==> src/rtl/alu_seq.sv <==
// Sequential ALU: single-cycle logic/add ops plus a WIDTH-cycle shift-add multiplier,
// with valid/ready handshakes on both sides and a registered result with flags.
module alu_seq #(
    parameter int unsigned WIDTH = 16
) (
    input  logic             clk,
    input  logic             rst_n,
    input  logic             in_valid,
    output logic             in_ready,
    input  logic [WIDTH-1:0] x,
    input  logic [WIDTH-1:0] y,
    input  logic             zx,
    input  logic             nx,
    input  logic             zy,
    input  logic             ny,
    input  logic             f,
    input  logic             no,
    input  logic             mode,
    output logic             out_valid,
    input  logic             out_ready,
    output logic [WIDTH-1:0] out,
    output logic             zr,
    output logic             ng,
    output logic             ov,
    output logic             busy
);

    localparam int unsigned PW    = 2 * WIDTH;
    localparam int unsigned CNT_W = (WIDTH > 1) ? $clog2(WIDTH) : 1;

    typedef enum logic {
        IDLE = 1'b0,
        MUL  = 1'b1
    } state_e;

    state_e            state_q, state_d;
    logic [PW-1:0]     acc_q, acc_d;
    logic [PW-1:0]     mcand_q, mcand_d;
    logic [WIDTH-1:0]  mplr_q, mplr_d;
    logic [CNT_W-1:0]  cnt_q, cnt_d;
    logic              no_q, no_d;
    logic              out_valid_q, out_valid_d;
    logic [WIDTH-1:0]  out_q, out_d;
    logic              zr_q, zr_d;
    logic              ng_q, ng_d;
    logic              ov_q, ov_d;

    logic [WIDTH-1:0]  xz, xp, yz, yp, sum, r0, res0, low1, res1;
    logic              ov0, ov1, accept;
    logic [PW-1:0]     acc_step;

    // Operand preprocessing and the single-cycle result path
    always_comb begin
        xz   = zx ? '0 : x;
        xp   = nx ? ~xz : xz;
        yz   = zy ? '0 : y;
        yp   = ny ? ~yz : yz;
        sum  = xp + yp;
        r0   = f ? sum : (xp & yp);
        res0 = no ? ~r0 : r0;
        ov0  = f & (xp[WIDTH-1] == yp[WIDTH-1]) & (sum[WIDTH-1] != xp[WIDTH-1]);
    end

    // One shift-add multiplier step; the last step's sum is the full product
    always_comb begin
        acc_step = acc_q + (mplr_q[0] ? mcand_q : '0);
        low1     = acc_step[WIDTH-1:0];
        res1     = no_q ? ~low1 : low1;
        ov1      = |acc_step[PW-1:WIDTH];
    end

    assign in_ready = (state_q == IDLE) && (!out_valid_q || out_ready);
    assign accept   = in_valid && in_ready;

    // Next-state and datapath updates
    always_comb begin
        state_d     = state_q;
        acc_d       = acc_q;
        mcand_d     = mcand_q;
        mplr_d      = mplr_q;
        cnt_d       = cnt_q;
        no_d        = no_q;
        out_d       = out_q;
        zr_d        = zr_q;
        ng_d        = ng_q;
        ov_d        = ov_q;
        out_valid_d = out_valid_q && !out_ready;
        case (state_q)
            IDLE: begin
                if (accept) begin
                    if (!mode) begin
                        out_d       = res0;
                        zr_d        = (res0 == '0);
                        ng_d        = res0[WIDTH-1];
                        ov_d        = ov0;
                        out_valid_d = 1'b1;
                    end else begin
                        state_d = MUL;
                        acc_d   = '0;
                        mcand_d = {{WIDTH{1'b0}}, xp};
                        mplr_d  = yp;
                        cnt_d   = '0;
                        no_d    = no;
                    end
                end
            end
            MUL: begin
                acc_d   = acc_step;
                mcand_d = mcand_q << 1;
                mplr_d  = mplr_q >> 1;
                cnt_d   = cnt_q + CNT_W'(1);
                if (cnt_q == CNT_W'(WIDTH - 1)) begin
                    state_d     = IDLE;
                    out_d       = res1;
                    zr_d        = (res1 == '0);
                    ng_d        = res1[WIDTH-1];
                    ov_d        = ov1;
                    out_valid_d = 1'b1;
                end
            end
            default: state_d = IDLE;
        endcase
    end

    always_ff @(posedge clk or negedge rst_n) begin
        if (!rst_n) begin
            state_q     <= IDLE;
            acc_q       <= '0;
            mcand_q     <= '0;
            mplr_q      <= '0;
            cnt_q       <= '0;
            no_q        <= 1'b0;
            out_valid_q <= 1'b0;
            out_q       <= '0;
            zr_q        <= 1'b1;
            ng_q        <= 1'b0;
            ov_q        <= 1'b0;
        end else begin
            state_q     <= state_d;
            acc_q       <= acc_d;
            mcand_q     <= mcand_d;
            mplr_q      <= mplr_d;
            cnt_q       <= cnt_d;
            no_q        <= no_d;
            out_valid_q <= out_valid_d;
            out_q       <= out_d;
            zr_q        <= zr_d;
            ng_q        <= ng_d;
            ov_q        <= ov_d;
        end
    end

    assign out_valid = out_valid_q;
    assign out       = out_q;
    assign zr        = zr_q;
    assign ng        = ng_q;
    assign ov        = ov_q;
    assign busy      = (state_q == MUL);

endmodule
==> config.mk <==
export PLATFORM = sky130hd
export DESIGN_NAME = alu_seq
export DESIGN_NICKNAME = d
export VERILOG_FILES = /design/src/rtl/alu_seq.sv
export SDC_FILE = /design/constraint.sdc
export NUM_CORES = 1
export LEC_CHECK = 0
export ABC_AREA = 1
export CORE_ASPECT_RATIO = 1.75
export CORE_MARGIN = 3
export CORE_UTILIZATION = 45
export CTS_CLUSTER_SIZE = 8
export DETAILED_ROUTE_END_ITERATION = 12
export GPL_TIMING_DRIVEN = 0
export SLEW_MARGIN = 0
export SYNTH_ARGS = -nofsm -noshare
export SYNTH_HDL_FRONTEND = slang
export SYNTH_SLANG_ARGS = --single-unit
export TNS_END_PERCENT = 5
==> constraint.sdc <==
create_clock -name clk -period 3.9 [get_ports clk]
set_clock_uncertainty 0.05 [all_clocks]
set_input_delay 0.585 -clock clk [delete_from_list [all_inputs] [get_ports clk]]
set_output_delay 0.585 -clock clk [all_outputs]
set_load 0.005 [all_outputs]
-- After elaboration in Yosys (flattened, before gate mapping)
Cells that the tools add are included.
- word-level logic and storage cells: 85
- bits in registers: 106
- input bits: 43
- output and inout port bits: 22
- bitwise logic cells: 8
- reduce and logical (&&, ||, !) cells: 12
- add/sub/neg operators: 3
- eq/ne operators: 7
- mux-type cells: 44
- operators by type and width (kind ; number):
    16-bit two-way mux ; 12
    32-bit two-way mux ; 5
    32-bit one-hot mux with 2 select lines ; 2
    16-bit inverter ; 4
    16-bit one-hot mux with 2 select lines ; 2
    32-bit adder ; 1
    16-bit logical NOT ; 2
    16-bit adder ; 1
    16-bit AND ; 1
    16-bit OR reduction ; 1
    1-bit two-way mux ; 15
    1-bit one-hot mux with 2 select lines ; 5
    4-bit two-way mux ; 2
    4-bit one-hot mux with 2 select lines ; 1
    2-bit inequality test, second input constant ; 3
    3-bit AND reduction ; 2
    4-bit by 1-bit adder with 4-bit output, second input constant ; 1
    4-bit equality test, second input constant ; 1
    1-bit logical AND ; 3
    1-bit AND ; 2
    1-bit logical NOT ; 2
    2-bit by 1-bit inequality test with 1-bit output, second input constant ; 1
    2-bit AND reduction ; 1
    1-bit equality test ; 1
    3 further kinds ; 3

-- Longest topological paths before layout
Gate-level depths: netlist of the first run.
- depth in word-level cells: 11
- mapped depth: 25
- gate-level depth less buffers: 23

-- Worst setup path before layout of the first run
No wires, ideal clock.
- path type: input-to-reg
- from: input zy
- to: register zr_q, in the netlist zr
- stages: 21
- data arrival time: 3213 ps
- path slack: 569 ps
- setup time: 68 ps
- data required time: 3782 ps
- path buffers: 2
- cells stage by stage: inv_2 -> buf_6 -> clkbuf_1 -> nand2_1 -> xor2_1 -> inv_1 -> ha_1 -> inv_1 -> fa_1 -> o21ai_0 -> o21ai_0 -> a21o_1 -> nor3_1 -> nand3_1 -> nor2_1 -> nand2_1 -> nor2_1 -> nand3_1 -> nor2_1 -> nand2_1 -> a21oi_2
- cells in the longest elaborated chain, start to end: 11
- elaborated cells on any way between the ends: 12
- those cells by class: add/sub: 1; mux: 7; bitwise: 3; reduce/logical: 1
- ends and longest elaborated chain (what ; line ; RTL):
    start, declared ; 14 ; input logic zy,
    16-bit two-way mux * ; 56 ; yz = zy ? '0 : y;
    16-bit inverter ; 57 ; yp = ny ? ~yz : yz;
    16-bit two-way mux * ; 57 ;
    16-bit adder / 16-bit AND (equally long branches) ; 58, 59 ;
    16-bit two-way mux * ; 59 ; r0 = f ? sum : (xp & yp);
    16-bit inverter ; 60 ; res0 = no ? ~r0 : r0;
    16-bit two-way mux * ; 60 ;
    16-bit logical NOT * ; 93 ; zr_d = (res0 == '0);
    1-bit two-way mux * ; 91 ; if (!mode) begin
    1-bit two-way mux * ; 90 ; if (accept) begin
    1-bit one-hot mux with 2 select lines * ; 88 ; case (state_q)
    end signal, assigned ; 147 ; zr_q <= zr_d;
    end, declared ; 44 ; logic zr_q, zr_d;
Every way passes the cells marked *; elsewhere a longest branch is shown, timed or not. The select of a mux whose other input is x is not followed.
A chain may end at the register's enable or synchronous reset.

-- Final worst setup path of the first run
- from: register mplr_q[0]
- to: register ov_q, in the netlist ov
- cells in the longest elaborated chain, start to end: 5
- ends and longest elaborated chain (what ; line ; RTL):
    start, declared ; 39 ; logic [WIDTH-1:0] mplr_q, mplr_d;
    start signal, assigned ; 142 ; mplr_q <= mplr_d;
    32-bit two-way mux ; 66 ; acc_step = acc_q + (mplr_q[0] ? mcand_q : '0);
    32-bit adder ; 66 ;
    16-bit OR reduction ; 69 ; ov1 = |acc_step[PW-1:WIDTH];
    1-bit two-way mux ; 112 ; if (cnt_q == CNT_W'(WIDTH - 1)) begin
    1-bit one-hot mux with 2 select lines ; 88 ;
    end signal, assigned ; 149 ; ov_q <= ov_d;
    end, declared ; 46 ; logic ov_q, ov_d;
Every way passes these cells. The select of a mux whose other input is x is not followed.

==> results of run 1 <==
area by class of cell:
type	instances	share of cell area [%]
timing repair buffer	62	6.09
multi-input combinational	1051	53.5
tap	245	2.92
sequential	105	25.1
clock inverter	6	0.787
clock buffer	10	2.28
inverter	183	6.61
buffer	54	2.75
critical path, cell delays in order, from the launching register on:
cell and delay [ns]:
dfrtp_2 0.48, buf_2 0.25, nand2_1 0.07, inv_1 0.05
ha_1 0.12, inv_1 0.06, fa_1 0.39, inv_1 0.07
nand2_1 0.08, o21ai_2 0.21, nand2_1 0.07, nand2_1 0.17
nand2_1 0.08, nand2_1 0.20, a21boi_0 0.20, xnor2_1 0.19
nor2_1 0.13, nand3_1 0.08, nor2_1 0.20, nand2_1 0.11
nand2_1 0.07, nand2_1 0.06, nand2_1 0.06, nand2_1 0.05
metrics by stage:
| step | hold slack, ns | power [W] |
|---|---|---|
| 3_5_place_dp | 0.420 | 0.00740 |
| 2_1_floorplan | 0.239 | 0.00554 |
| 6_report | 0.0284 | 0.00845 |
| 3_3_place_gp | 0.417 | 0.00735 |
| 5_1_grt | 0.0399 | 0.00916 |
| 4_1_cts | 0.0360 | 0.00844 |
per-layer routing:
layer	vias to the layer above	GRT usage [%]	share of wire (%)
met5	-	0	0
met4	0	18.4	6.9
met3	108	3.32	2.7
met1	4248	28.1	34
li1	4644	-	-
met2	235	58.6	56
synthesized netlist by cell type (2+ instances only):
| cell | number | area (um^2) |
|---|---|---|
| nand3_4 | 2 | 35.0 |
| clkbuf_1 | 40 | 150 |
| nor4_1 | 2 | 12.5 |
| buf_6 | 4 | 45.0 |
| o211ai_1 | 9 | 67.6 |
| xnor2_1 | 6 | 52.6 |
| buf_4 | 3 | 22.5 |
| o21ai_0 | 67 | 335 |
| inv_2 | 6 | 22.5 |
| a21o_1 | 4 | 30.0 |
| ha_1 | 48 | 601 |
| nand3_1 | 137 | 686 |
| nand3b_1 | 7 | 52.6 |
| nand2_1 | 438 | 1640 |
| a21oi_1 | 61 | 305 |
| nor3_1 | 6 | 30.0 |
| nand4_1 | 11 | 68.8 |
| fa_1 | 2 | 40.0 |
| o221ai_1 | 15 | 131 |
| nand3_2 | 9 | 90.1 |
| a21oi_2 | 3 | 26.3 |
| dfrtp_1 | 104 | 2600 |
| o22ai_1 | 18 | 113 |
| nand2_4 | 5 | 56.3 |
| buf_8 | 2 | 30.0 |
| or2_2 | 10 | 62.6 |
| nor2_1 | 87 | 327 |
| a21boi_0 | 3 | 22.5 |
| nor2_4 | 2 | 22.5 |
| buf_1 | 6 | 22.5 |
| xor2_1 | 48 | 420 |
| a31oi_1 | 15 | 93.8 |
| nand2_2 | 25 | 156 |
| inv_1 | 174 | 653 |
flip-flops by register name, summed over array words and instances (netlist names):
register,flops
out,16
ov,1
mcand_q,32
out_valid,1
busy,1
cnt_q,4
mplr_q,16
zr,1
no_q,1
acc_q,32
where the power goes:
group | switching, W | internal, W
registers | 0.000341 | 0.00164
logic | 0.00361 | 0.00184
clock network | 0.000474 | 0.000533
total | 0.00443 | 0.00402
final timing paths:
kind,startpoint,to,depth (start not counted),slack (ns)
min in group clk,out[3],out[3],2,0.44
hold / removal,rst_n,acc_q[19],1,0.03
hold reg to reg,out[3],out[3],2,0.44
setup reg to reg,mplr_q[0],ov,23,0.31
max in group asynchronous,rst_n,zr,2,3.03
setup / recovery,mplr_q[0],ov,23,0.31
cell families after synthesis:
kind of cell / after synthesis
simple gates: 745
compound gates: 200
flops: 105
buf+inv: 240
fa+ha+maj: 50
xor+xnor: 56
repair_timing:
item	in CTS	in global routing
endpoints found under the setup margin	3	2
endpoints found under the hold margin	0	0
pin swaps	0	0
resized for setup	1	6
placed cells by master (no fill, tap or decap), types with 6 or more instances in the layout:
master             n
a21oi_1           61
o21ai_0           66
o22ai_1           18
or2_2             10
xor2_1            46
ha_1              48
a31oi_1           15
dfrtp_1          103
nand2_2           25
nand3b_1           7
inv_2              6
xnor2_1            6
nand3_2            9
o211ai_1           9
inv_1            174
nor2_1            87
nor3_1             6
nand2_1          438
clkbuf_1          36
clkbuf_16          9
clkdlybuf4s50_1   60
buf_1              6
nand4_1           11
o221ai_1          15
nand3_1          137
==> run summary, run 1 <==
For the pin with the worst max-slew slack, the measured transition is 0.839 ns. The final number of hold-violating endpoints is 0. The critical path data required time is 4.11 ns.

The part of the Yosys area used for sequential elements came out at 28.5%. The time the final worst path needs with I/O delays and setup came out at 3.59 ns. The die boundary width came out at 114 um. In the finished design, the share of the clock period the worst path needs comes to 92.1%.

The maximum clock path buffer count came out at 2. The worst vdd rail ir drop came out at 408 uV. The unique cell type count in the Yosys netlist is 51. The first-pass GRT wire length is 50.6 mm. After technology mapping, the gate count stands at 1396. The share of cells above drive strength 1 is 7.00%. Among all flip-flop cells after synthesis, the most frequent one is dfrtp_1. The area growth from synthesis to layout came out at 13.9%.

The number of non-filler instances in the completed layout came out at 1716. The basic-gate share of the synthesized area counting and, or, nand and nor cells came out at 35.5%. The final non-filler cell area came out at 10500 um^2.

The final antenna diode count is 0. The maximum level of the CTS H-tree came out at 3. The number of hold-repair buffers added at the cts stage is 0. The overall track demand over capacity in global routing came out at 29.8%. Of the total synthesized cell area, the portion taken by XOR and XNOR cells is 5.67%. Clock-pin slew was measured on the worst setup and hold paths at 0.08 ns.

The via count of the first global-routing pass was 9278. The placed instance count is 1703. The worst setup slack before clock tree synthesis came out at -0.549 ns. The post-detailed-route count of antenna-violating nets came out at 0. The largest net degree at the start of global routing is 82. The cell area reported after detailed placement is 10200 um^2.

TritonCTS built the clock tree. The post-layout worst setup margin is 0.308 ns. Synthesis produced a netlist with a net count of 1489.

The count of TritonRoute iterations in the first routing pass came out at 5. The detailed placer's ending HPWL is 27.3 mm. The static leakage came out at 5.48 nW. The number of warning messages in the yosys log came out at 0. The post-synthesis share of cell area spent on full adders, half adders and majority gates is 6.95%.

The highest achievable clock rate is 278 MHz. The number of vias per cell is 5.38. The starting utilization of the core area is 46.3%. The root buffer cell chosen for the clock tree is clkbuf_16. STA classifies the critical path endpoint as a flop.

By startpoint and endpoint, the worst setup path is classified as reg2reg. The count of buffers from port buffering came out at 61. The die footprint is 22300 um^2. Setup repair after global routing left no endpoint under its margin.

The DRC violation total after the first TritonRoute iteration came out at 544. The overflow left after global routing is 0. The run finished with clean final reports. The area of the mapped netlist came out at 9220 um^2.

The total negative setup slack is 0 ns. The type of element launching the critical path is a flop. The number of placement rows came out at 68. The synthesized design contains 105 register bits.

The async set-or-reset flop fraction in the synthesized netlist is 100%. The total clock buffers created by CTS came out at 9. The maximum fanout count along the critical path is 10.

The total power density per cell area is 805 nW/um^2. The tool flagged a number of max-cap violations equal to 0. The main combinational cell family by area after synthesis is simple AND/OR/NAND/NOR gates. The number of slew-limit violations in the final report came out at 0.

The total wire length came out at 32.7 mm. The area taken by multi-input logic gates is 5620 um^2. For this run, design rule violations remaining after detail routing come to 0. For this run, the share of the core covered by cells in the final layout is 52.7%.

The placer's final routability congestion estimate came out at 1.03. In this run the post-CTS setup repair buffer count came out at 0. The data arrival time of the critical path is 3.80 ns. In this run the count of I/O pins placed on the die edge is 65. Setup violations remaining at the end of the flow were counted as 0.

The number of clock sinks is 105. The core region is 19900 um^2. The layout filler cell count is 2094. The synthesized-area fraction occupied by ao, oa, aoi and oai cells is 12.6%. The proportion of synthesized area in mux cells is 0%. The number of antenna violations at the first check in global routing came out at 0. The clock latency reported for the late side of the worst-skew pair came out at 0.36 ns. The y dimension of the die is 195 um. In this run the worst hold path is classified as in2async. The routed length per placed instance is 19.1 um.

The number of flops mapped to enable cells by yosys came out at 0. Headroom to the max-slew limit came out at 44.1%. Dividing the synthesized area by the synthesized cell count gives 6.60 um^2. The sequential cells in the finished layout cover a total of 2630 um^2. Summing over every cut layer, the via total after detailed routing is 9235. At the end of the flow, the number of nets in the layout was 1559.
No activity file was read; power rests on OpenSTA's default activity.
==> run 2: changes to the inputs <==
Settings changed: TNS_END_PERCENT 5 to not set.
==> results of run 2 <==
The final DEF is identical to that of run 1; final timing and power are the same.
==> run 3: changes to the inputs <==
Settings changed: SLEW_MARGIN 0 to not set.
==> results of run 3 <==
The final DEF is identical to that of run 1; final timing and power are the same.
